### config.mk
export PLATFORM = sky130hd
export DESIGN_NAME = counter_timer_multi
export DESIGN_NICKNAME = d
export VERILOG_FILES = /design/src/rtl/counter_timer_multi.sv
export SDC_FILE = /design/constraint.sdc
export NUM_CORES = 1
export LEC_CHECK = 0
export CORE_MARGIN = 2
export CORE_UTILIZATION = 55
export CTS_BUF_LIST = sky130_fd_sc_hd__clkbuf_16
export CTS_CLUSTER_SIZE = 25
export DETAILED_ROUTE_END_ITERATION = 6
export GPL_TIMING_DRIVEN = 0
export PLACE_DENSITY_LB_ADDON = 0.05
export SYNTH_ARGS = -nofsm -noshare
export SYNTH_HDL_FRONTEND = slang
export SYNTH_SLANG_ARGS = --single-unit
export TNS_END_PERCENT = 1
### constraint.sdc
create_clock -name clkin -period 5 [get_ports clkin]
set_input_delay 0.75 -clock clkin [delete_from_list [all_inputs] [get_ports clkin]]
set_output_delay 0.75 -clock clkin [all_outputs]
set_load 0.02 [all_outputs]
### src/rtl/counter_timer_multi.sv
// counter_timer_multi: N independent WIDTH-bit counter/timer channels behind
// one byte-masked register port. Each channel counts up or down, one-shot or
// continuous, can chain off the terminal event of the channel below it, and
// provides a one-cycle terminal pulse (tc) plus a sticky, maskable interrupt.
//
// Register map per channel (reg_sel picks the channel):
//   0 CFG   : [0] EN [1] ONESHOT [2] UP [3] CHAIN [4] IRQEN [5] PEND (W1C)
//   1 VALUE : reload value (down) / limit (up)
//   2 DATA  : current count
//   3       : reserved, reads 0, writes ignored
// Handshake: a register access is a single-cycle strobe with no back-pressure.
// Writes (reg_we != 0) commit at the next clkin edge. A read (reg_re=1) loads
// reg_do at that edge with the pre-edge register value; reg_do then holds.
module counter_timer_multi #(
    parameter int WIDTH    = 32,
    parameter int CHANNELS = 2,
    localparam int CHW     = (CHANNELS > 1) ? $clog2(CHANNELS) : 1,
    localparam int NBYTES  = WIDTH / 8
) (
    input  logic                clkin,
    input  logic                resetn,
    input  logic [CHW-1:0]      reg_sel,
    input  logic [1:0]          reg_addr,
    input  logic [NBYTES-1:0]   reg_we,
    input  logic                reg_re,
    input  logic [WIDTH-1:0]    reg_di,
    output logic [WIDTH-1:0]    reg_do,
    output logic [CHANNELS-1:0] tc,
    output logic [CHANNELS-1:0] irq
);

    localparam int CFG_EN      = 0;
    localparam int CFG_ONESHOT = 1;
    localparam int CFG_UP      = 2;
    localparam int CFG_CHAIN   = 3;
    localparam int CFG_IRQEN   = 4;
    localparam int CFG_PEND    = 5;

    localparam logic [1:0] ADDR_CFG   = 2'd0;
    localparam logic [1:0] ADDR_VALUE = 2'd1;
    localparam logic [1:0] ADDR_DATA  = 2'd2;

    logic [5:0]          cfg_q   [CHANNELS];
    logic [5:0]          cfg_d   [CHANNELS];
    logic [WIDTH-1:0]    value_q [CHANNELS];
    logic [WIDTH-1:0]    value_d [CHANNELS];
    logic [WIDTH-1:0]    data_q  [CHANNELS];
    logic [WIDTH-1:0]    data_d  [CHANNELS];
    logic [CHANNELS-1:0] tc_q;
    logic [CHANNELS-1:0] tc_d;
    logic [WIDTH-1:0]    reg_do_q;
    logic [WIDTH-1:0]    reg_do_d;
    logic [WIDTH-1:0]    rdata;

    // Replace only the bytes whose enable is set.
    function automatic logic [WIDTH-1:0] byte_merge(
        input logic [WIDTH-1:0]  old_v,
        input logic [WIDTH-1:0]  new_v,
        input logic [NBYTES-1:0] be
    );
        logic [WIDTH-1:0] r;
        r = old_v;
        for (int b = 0; b < NBYTES; b++) begin
            if (be[b]) begin
                r[b*8 +: 8] = new_v[b*8 +: 8];
            end
        end
        return r;
    endfunction

    // Read mux; out-of-range channels and the reserved address return 0.
    always_comb begin
        rdata = '0;
        for (int i = 0; i < CHANNELS; i++) begin
            if (reg_sel == CHW'(i)) begin
                case (reg_addr)
                    ADDR_CFG:   rdata = {{(WIDTH-6){1'b0}}, cfg_q[i]};
                    ADDR_VALUE: rdata = value_q[i];
                    ADDR_DATA:  rdata = data_q[i];
                    default:    rdata = '0;
                endcase
            end
        end
        reg_do_d = reg_re ? rdata : reg_do_q;
    end

    // Per-channel next state: tick/terminal evaluation with the chain
    // rippling upward inside the cycle, then register writes layered on top.
    always_comb begin
        logic carry;
        logic tick;
        logic term;
        logic hit;
        carry = 1'b0;
        tick  = 1'b0;
        term  = 1'b0;
        hit   = 1'b0;
        for (int i = 0; i < CHANNELS; i++) begin
            cfg_d[i]   = cfg_q[i];
            value_d[i] = value_q[i];
            data_d[i]  = data_q[i];
            term       = 1'b0;
            tick       = cfg_q[i][CFG_EN] && (!cfg_q[i][CFG_CHAIN] || carry);
            if (tick) begin
                if (cfg_q[i][CFG_UP]) begin
                    if (data_q[i] != value_q[i]) begin
                        data_d[i] = data_q[i] + 1'b1;
                    end else begin
                        term = 1'b1;
                        if (!cfg_q[i][CFG_ONESHOT]) begin
                            data_d[i] = '0;
                        end
                    end
                end else begin
                    if (data_q[i] != '0) begin
                        data_d[i] = data_q[i] - 1'b1;
                    end else begin
                        term = 1'b1;
                        if (!cfg_q[i][CFG_ONESHOT]) begin
                            data_d[i] = value_q[i];
                        end
                    end
                end
                if (term && cfg_q[i][CFG_ONESHOT]) begin
                    cfg_d[i][CFG_EN] = 1'b0;
                end
            end
            tc_d[i]           = term;
            cfg_d[i][CFG_PEND] = cfg_q[i][CFG_PEND] | term;
            carry             = term;

            hit = (reg_sel == CHW'(i));
            // CFG write overrides the tick; a terminal event still sets PEND.
            if (hit && (reg_addr == ADDR_CFG) && reg_we[0]) begin
                cfg_d[i][4:0] = reg_di[4:0];
                if (i == 0) begin
                    cfg_d[i][CFG_CHAIN] = 1'b0;
                end
                cfg_d[i][CFG_PEND] = (cfg_q[i][CFG_PEND] & ~reg_di[CFG_PEND]) | term;
            end
            if (hit && (reg_addr == ADDR_VALUE)) begin
                value_d[i] = byte_merge(value_q[i], reg_di, reg_we);
            end
            // DATA write overrides the written bytes of the tick result.
            if (hit && (reg_addr == ADDR_DATA)) begin
                data_d[i] = byte_merge(data_d[i], reg_di, reg_we);
            end
        end
    end

    // Interrupt level follows the sticky pending flag gated by IRQEN.
    always_comb begin
        irq = '0;
        for (int i = 0; i < CHANNELS; i++) begin
            irq[i] = cfg_q[i][CFG_PEND] & cfg_q[i][CFG_IRQEN];
        end
    end

    // State registers; asynchronous reset clears every channel at once.
    always_ff @(posedge clkin or negedge resetn) begin
        if (!resetn) begin
            for (int i = 0; i < CHANNELS; i++) begin
                cfg_q[i]   <= '0;
                value_q[i] <= '0;
                data_q[i]  <= '0;
            end
            tc_q     <= '0;
            reg_do_q <= '0;
        end else begin
            for (int i = 0; i < CHANNELS; i++) begin
                cfg_q[i]   <= cfg_d[i];
                value_q[i] <= value_d[i];
                data_q[i]  <= data_d[i];
            end
            tc_q     <= tc_d;
            reg_do_q <= reg_do_d;
        end
    end

    assign tc     = tc_q;
    assign reg_do = reg_do_q;

endmodule

### Yosys cells after proc, flatten, opt, wreduce, memory -nomap -nowiden

Cells that the tools add are included.

| operators by class | value |
|---|---|
| $add $sub $neg | 4 |
| equal/unequal tests | 4 |
| multiplexer cells | 41 |
| bitwise operators | 10 |
| reductions and logical operators | 30 |

Operators with widths:

| cell | number |
|---|---|
| two-way mux 32 bit | 15 |
| case mux 32 bit (3 select lines) | 2 |
| adder 32 x 1 -> 32 bit, second input constant | 2 |
| two-way mux 8 bit | 8 |
| != test 32 bit | 2 |
| nonzero test 32 bit | 2 |
| subtractor 32 x 1 -> 32 bit, second input constant | 2 |
| AND reduction 2 bit | 10 |
| two-way mux 1 bit | 14 |
| two-way mux 6 bit | 2 |
| logical AND 1 bit | 11 |
| nonzero test 2 bit | 4 |
| bitwise AND 1 bit | 4 |
| OR 1 bit | 4 |
| == test 2 x 1 -> 1 bit, second input constant | 1 |
| == test 2 bit, second input constant | 1 |
| zero test 2 bit | 1 |
| NOT 1 bit | 2 |
| zero test 1 bit | 1 |
| logical OR 1 bit | 1 |

| word-level totals | value |
|---|---|
| register bits after elaboration | 173 |
| input bits | 42 |
| logic and storage cells | 107 |

### Longest topological paths before layout

| depth | value |
|---|---|
| depth in word-level cells | 12 |
| gate-level depth with buffers | 13 |
| gate-level depth less buffers | 10 |

### Worst setup path after synthesis

OpenSTA, ideal clock, no wires.

| path | value |
|---|---|
| path kind | reg-to-reg |
| start | register data_q[47] (netlist bit) |
| end | register data_q[15] (netlist bit) |
| library setup time | 0.127 ns |
| data arrival time | 2.886 ns |
| required time | 4.873 ns |
| slack | 1.987 ns |
| stages on the path, launching flop included | 13 |
| path buffers | 4 |
| clock period less this slack | 3.013 ns |
| cell sequence | dfrtp_1 buf_6 or3_4 or4_1 buf_2 or4_1 buf_4 o22ai_2 o21bai_4 buf_6 o21ai_0 a221oi_1 nor2_1 |

RTL lines:

| item | line | RTL |
|---|---|---|
| from (decl) | 47 | `logic [WIDTH-1:0] data_q [CHANNELS];` |
| from (signal, indexed assignment) | 173 | `data_q[i] <= data_d[i];` |

==> flow_metrics.py <==
metrics = {
    "power": {
        "clockPowerShare_pct": 18.3,
        "sw_frac_of_total_pct": 49.1,
        "p_switching_mw": 3.65,
        "internal_power_mw": 3.79,
        "peakVddDrop_uv": 277,
        "seqPwrFrac_pct": 30.9,
        "p_total_mw": 7.44,
        "pwr-share-comb_pct": 50.8,
        "p_leak_nw": 5.80,
        "p_per_area_mw_per_mm2": 497,
    },
    "floorplanning": {
        "start_util_pct": 56.1,
        "dieArea_sq_mm": 0.0252,
        "rows": 56,
        "io-pin-count": 78,
        "design.core.area_sq_mm": 0.0235,
        "die-height_microns": 159,
        "die_x_microns": 159,
    },
    "synth": {
        "seq_area_frac_synth_pct": 32.9,
        "synth_mux_area_share_pct": 11.3,
        "syn_area_sq_mm": 0.0132,
        "synth_xor_xnor_area_share_pct": 5.25,
        "synthCells": 1616,
        "ys_warn_count": 0,
        "ys_types": 70,
        "synth_fa_ha_area_share_pct": 0.570,
        "synth_compound_area_share_pct": 23.1,
        "synth_top_family_by_area": "compound AO/OA/AOI/OAI gates",
        "synth-main-ff-cell": "dfrtp_1",
        "synth.avg_cell_area_sq_um": 8.15,
        "synth-seq-cells": 173,
        "synth_nets": 1664,
        "synthArstFlopShare_pct": 100,
        "yosys.area_share.simple_pct": 21.1,
        "synth_enable_flop_cells": 0,
    },
    "cells_and_area": {
        "final_cell_mix": "dfrtp_1 (173), nand2_1 (147), nor2_1 (139)",
        "drive_gt1_share_pct": 8.00,
        "final_common_cell": "dfrtp_1",
        "layout.cells.non_filler": 2045,
        "syn_to_final_growth_pct": 13.6,
        "final_nets": 1760,
    },
    "setup_path": {
        "crit_type": "flip-flop to flip-flop",
        "crit_fanout": 10,
        "crit_start": "data_q[29]",
        "cp.required_ns": 5.36,
        "reg2reg_from": "data_q[29]",
        "cp_data_arrival_time_ns": 5.11,
        "worstSetupStartpointType": "flip-flop",
        "worstSetupEndpointType": "flip-flop",
    },
    "timing": {
        "relSlewSlack_pct": 5.93,
        "clock_skew_ns": 0.0160,
        "finalCritPeriodShare_pct": 95.0,
        "hold_viol": 0,
        "finalWorstSetupSlack_ns": 0.252,
        "worstMarginPinSlew_ns": 1.40,
        "setup-tns-final_ns": 0,
        "rsz0062_at_grt": "false",
        "max_freq_ghz": 0.211,
        "setup_viol": 0,
        "drv_slew": 0,
        "min_period_ns": 4.75,
    },
    "global_routing": {
        "grt_remaining_overflow": 0,
        "grt_use_total_pct": 45.1,
        "grt_pass1_vias": 13600,
        "grt_pass1_wl_microns": 85200,
        "antenna_found_initial": 1,
        "grt_max_degree": 90,
    },
    "outcome": {
        "status": "finished, final reports clean",
    },
    "routing": {
        "final_antenna_net_count": 0,
        "wl_per_cell_microns": 28.4,
        "drt_iter0_markers": 2114,
        "totalWireLength_microns": 58100,
        "vias": 14600,
        "drtPass1Iterations": 7,
        "via_per_inst": 7.12,
        "drc_errors": 0,
    },
    "clock_tree": {
        "cts_max_level": 4,
        "clk_pin_slew_ns": 0.08,
        "max-clock-path-buffers": 2,
        "cts_root_buf": "clkbuf_16",
        "clock_sinks": 173,
        "cts_tree": "done",
        "numCtsBuffers": 17,
        "hold_buffers": 0,
        "postCtsSetupRepairBufs": 0,
        "worstSkewPairLatency_ns": 0.45,
    },
    "flow_run": {
        "drv_cap": 0,
    },
    "placement": {
        "hpwl_microns": 43900,
        "place_ws_ns": 0.244,
        "place_congestion": 1.06,
        "placedCellCount": 2011,
        "portBuffers": 75,
    },
    "hold_path": {
        "hold_class": "input port to asynchronous set/reset pin",
    },
}
kinds of logic after synthesis:
family | after synthesis
adders and majority gates | 6
buffers and inverters | 195
AOI/OAI and AO/OA | 456
DFF | 173
muxes | 140
xor gates and xnor gates | 79
and+or+nand+nor | 567
flip-flops by register name, indices dropped and copies added (netlist names):
| signal | flops |
|---|---|
| cfg_q | 11 |
| value_q | 64 |
| tc | 2 |
| reg_do | 32 |
| data_q | 64 |
metrics by stage:
stage	hold slack (ns)	util [%]	area [sq um]
finish	0.316	63.8	15000
global route	0.385	63.8	15000
CTS	0.348	63.7	14900
detailed placement	0.467	61.2	14400
global placement	0.462	61.0	14300
floorplan	0.454	-	13200
critical path: stages, from the launching register on:
cell and delay (ns):
dfrtp_1 0.33, clkbuf_1 0.42, xor2_1 0.13, nor4_1 0.58
nand4_1 0.55, o2111ai_2 0.65, clkbuf_1 0.62, clkbuf_1 0.66
o211ai_1 0.15, o311ai_0 0.15, o211ai_1 0.19, a31oi_1 0.21
power by group through the flow:
stage               registers, mW  clock network [mW]  logic (mW)
global route                 2.33                1.41        4.00
global placement             2.28                   0        3.56
CTS                          2.27                1.35        3.62
floorplan                    2.17                   0        2.41
detailed placement           2.29                   0        3.61
finish                       2.30                1.36        3.78
layer usage:
layer	vias to the layer above	track usage (%)	wire (microns)
li1	6201	-	-
met1	6917	57.0	21200
met2	1126	69.9	25400
met3	309	9.06	6780
met4	2	30.2	4720
met5	-	0	13
synthesized netlist by cell type (9+ instances only):
master,number,area (sq um)
and3_1,16,100
a21oi_1,87,435
or3_1,19,119
xor2_1,70,613
dfrtp_1,173,4330
a31oi_1,50,313
mux2i_1,66,661
inv_1,40,150
nand4_1,29,181
nor2_1,139,522
nand2_1,147,552
xnor2_1,9,78.8
o21ai_0,101,505
nor4_1,38,238
nor3_1,46,230
or4_1,23,173
a221oi_1,11,96.3
o21a_1,29,218
o211ai_1,27,203
nand3_1,64,320
clkbuf_1,125,469
mux2_2,74,833
o22ai_1,14,87.6
o31ai_1,14,105
o221ai_1,31,272
buf_1,17,63.8
worst paths after layout:
path	depth (start not counted)	end	slack [ns]
worst max-delay path	11	data_q[13]	0.25
worst min-delay path	1	cfg_q[2]	0.32
worst max register to register	11	data_q[13]	0.25
worst min register to register	1	reg_do[22]	0.48
max in group asynchronous	2	data_q[46]	3.77
min in group clkin	1	reg_do[22]	0.48
final cells by class:
type	instances	area (sq um)
Fill cell	2066	8500
Inverter	40	150
Tap cell	319	399
Clock buffer	17	425
Antenna cell	1	2.50
Sequential cell	173	4330
Multi-Input combinational cell	1248	8100
Buffer	155	618
Timing Repair Buffer	77	788
Clock inverter	15	151
what timing repair did:
| action | in CTS | in global routing |
|---|---|---|
| resized for setup | 0 | 1 |
| endpoints found under the hold margin | 0 | 0 |
| setup endpoints to repair | 0 | 1 |
No activity file was read; power rests on OpenSTA's default activity.
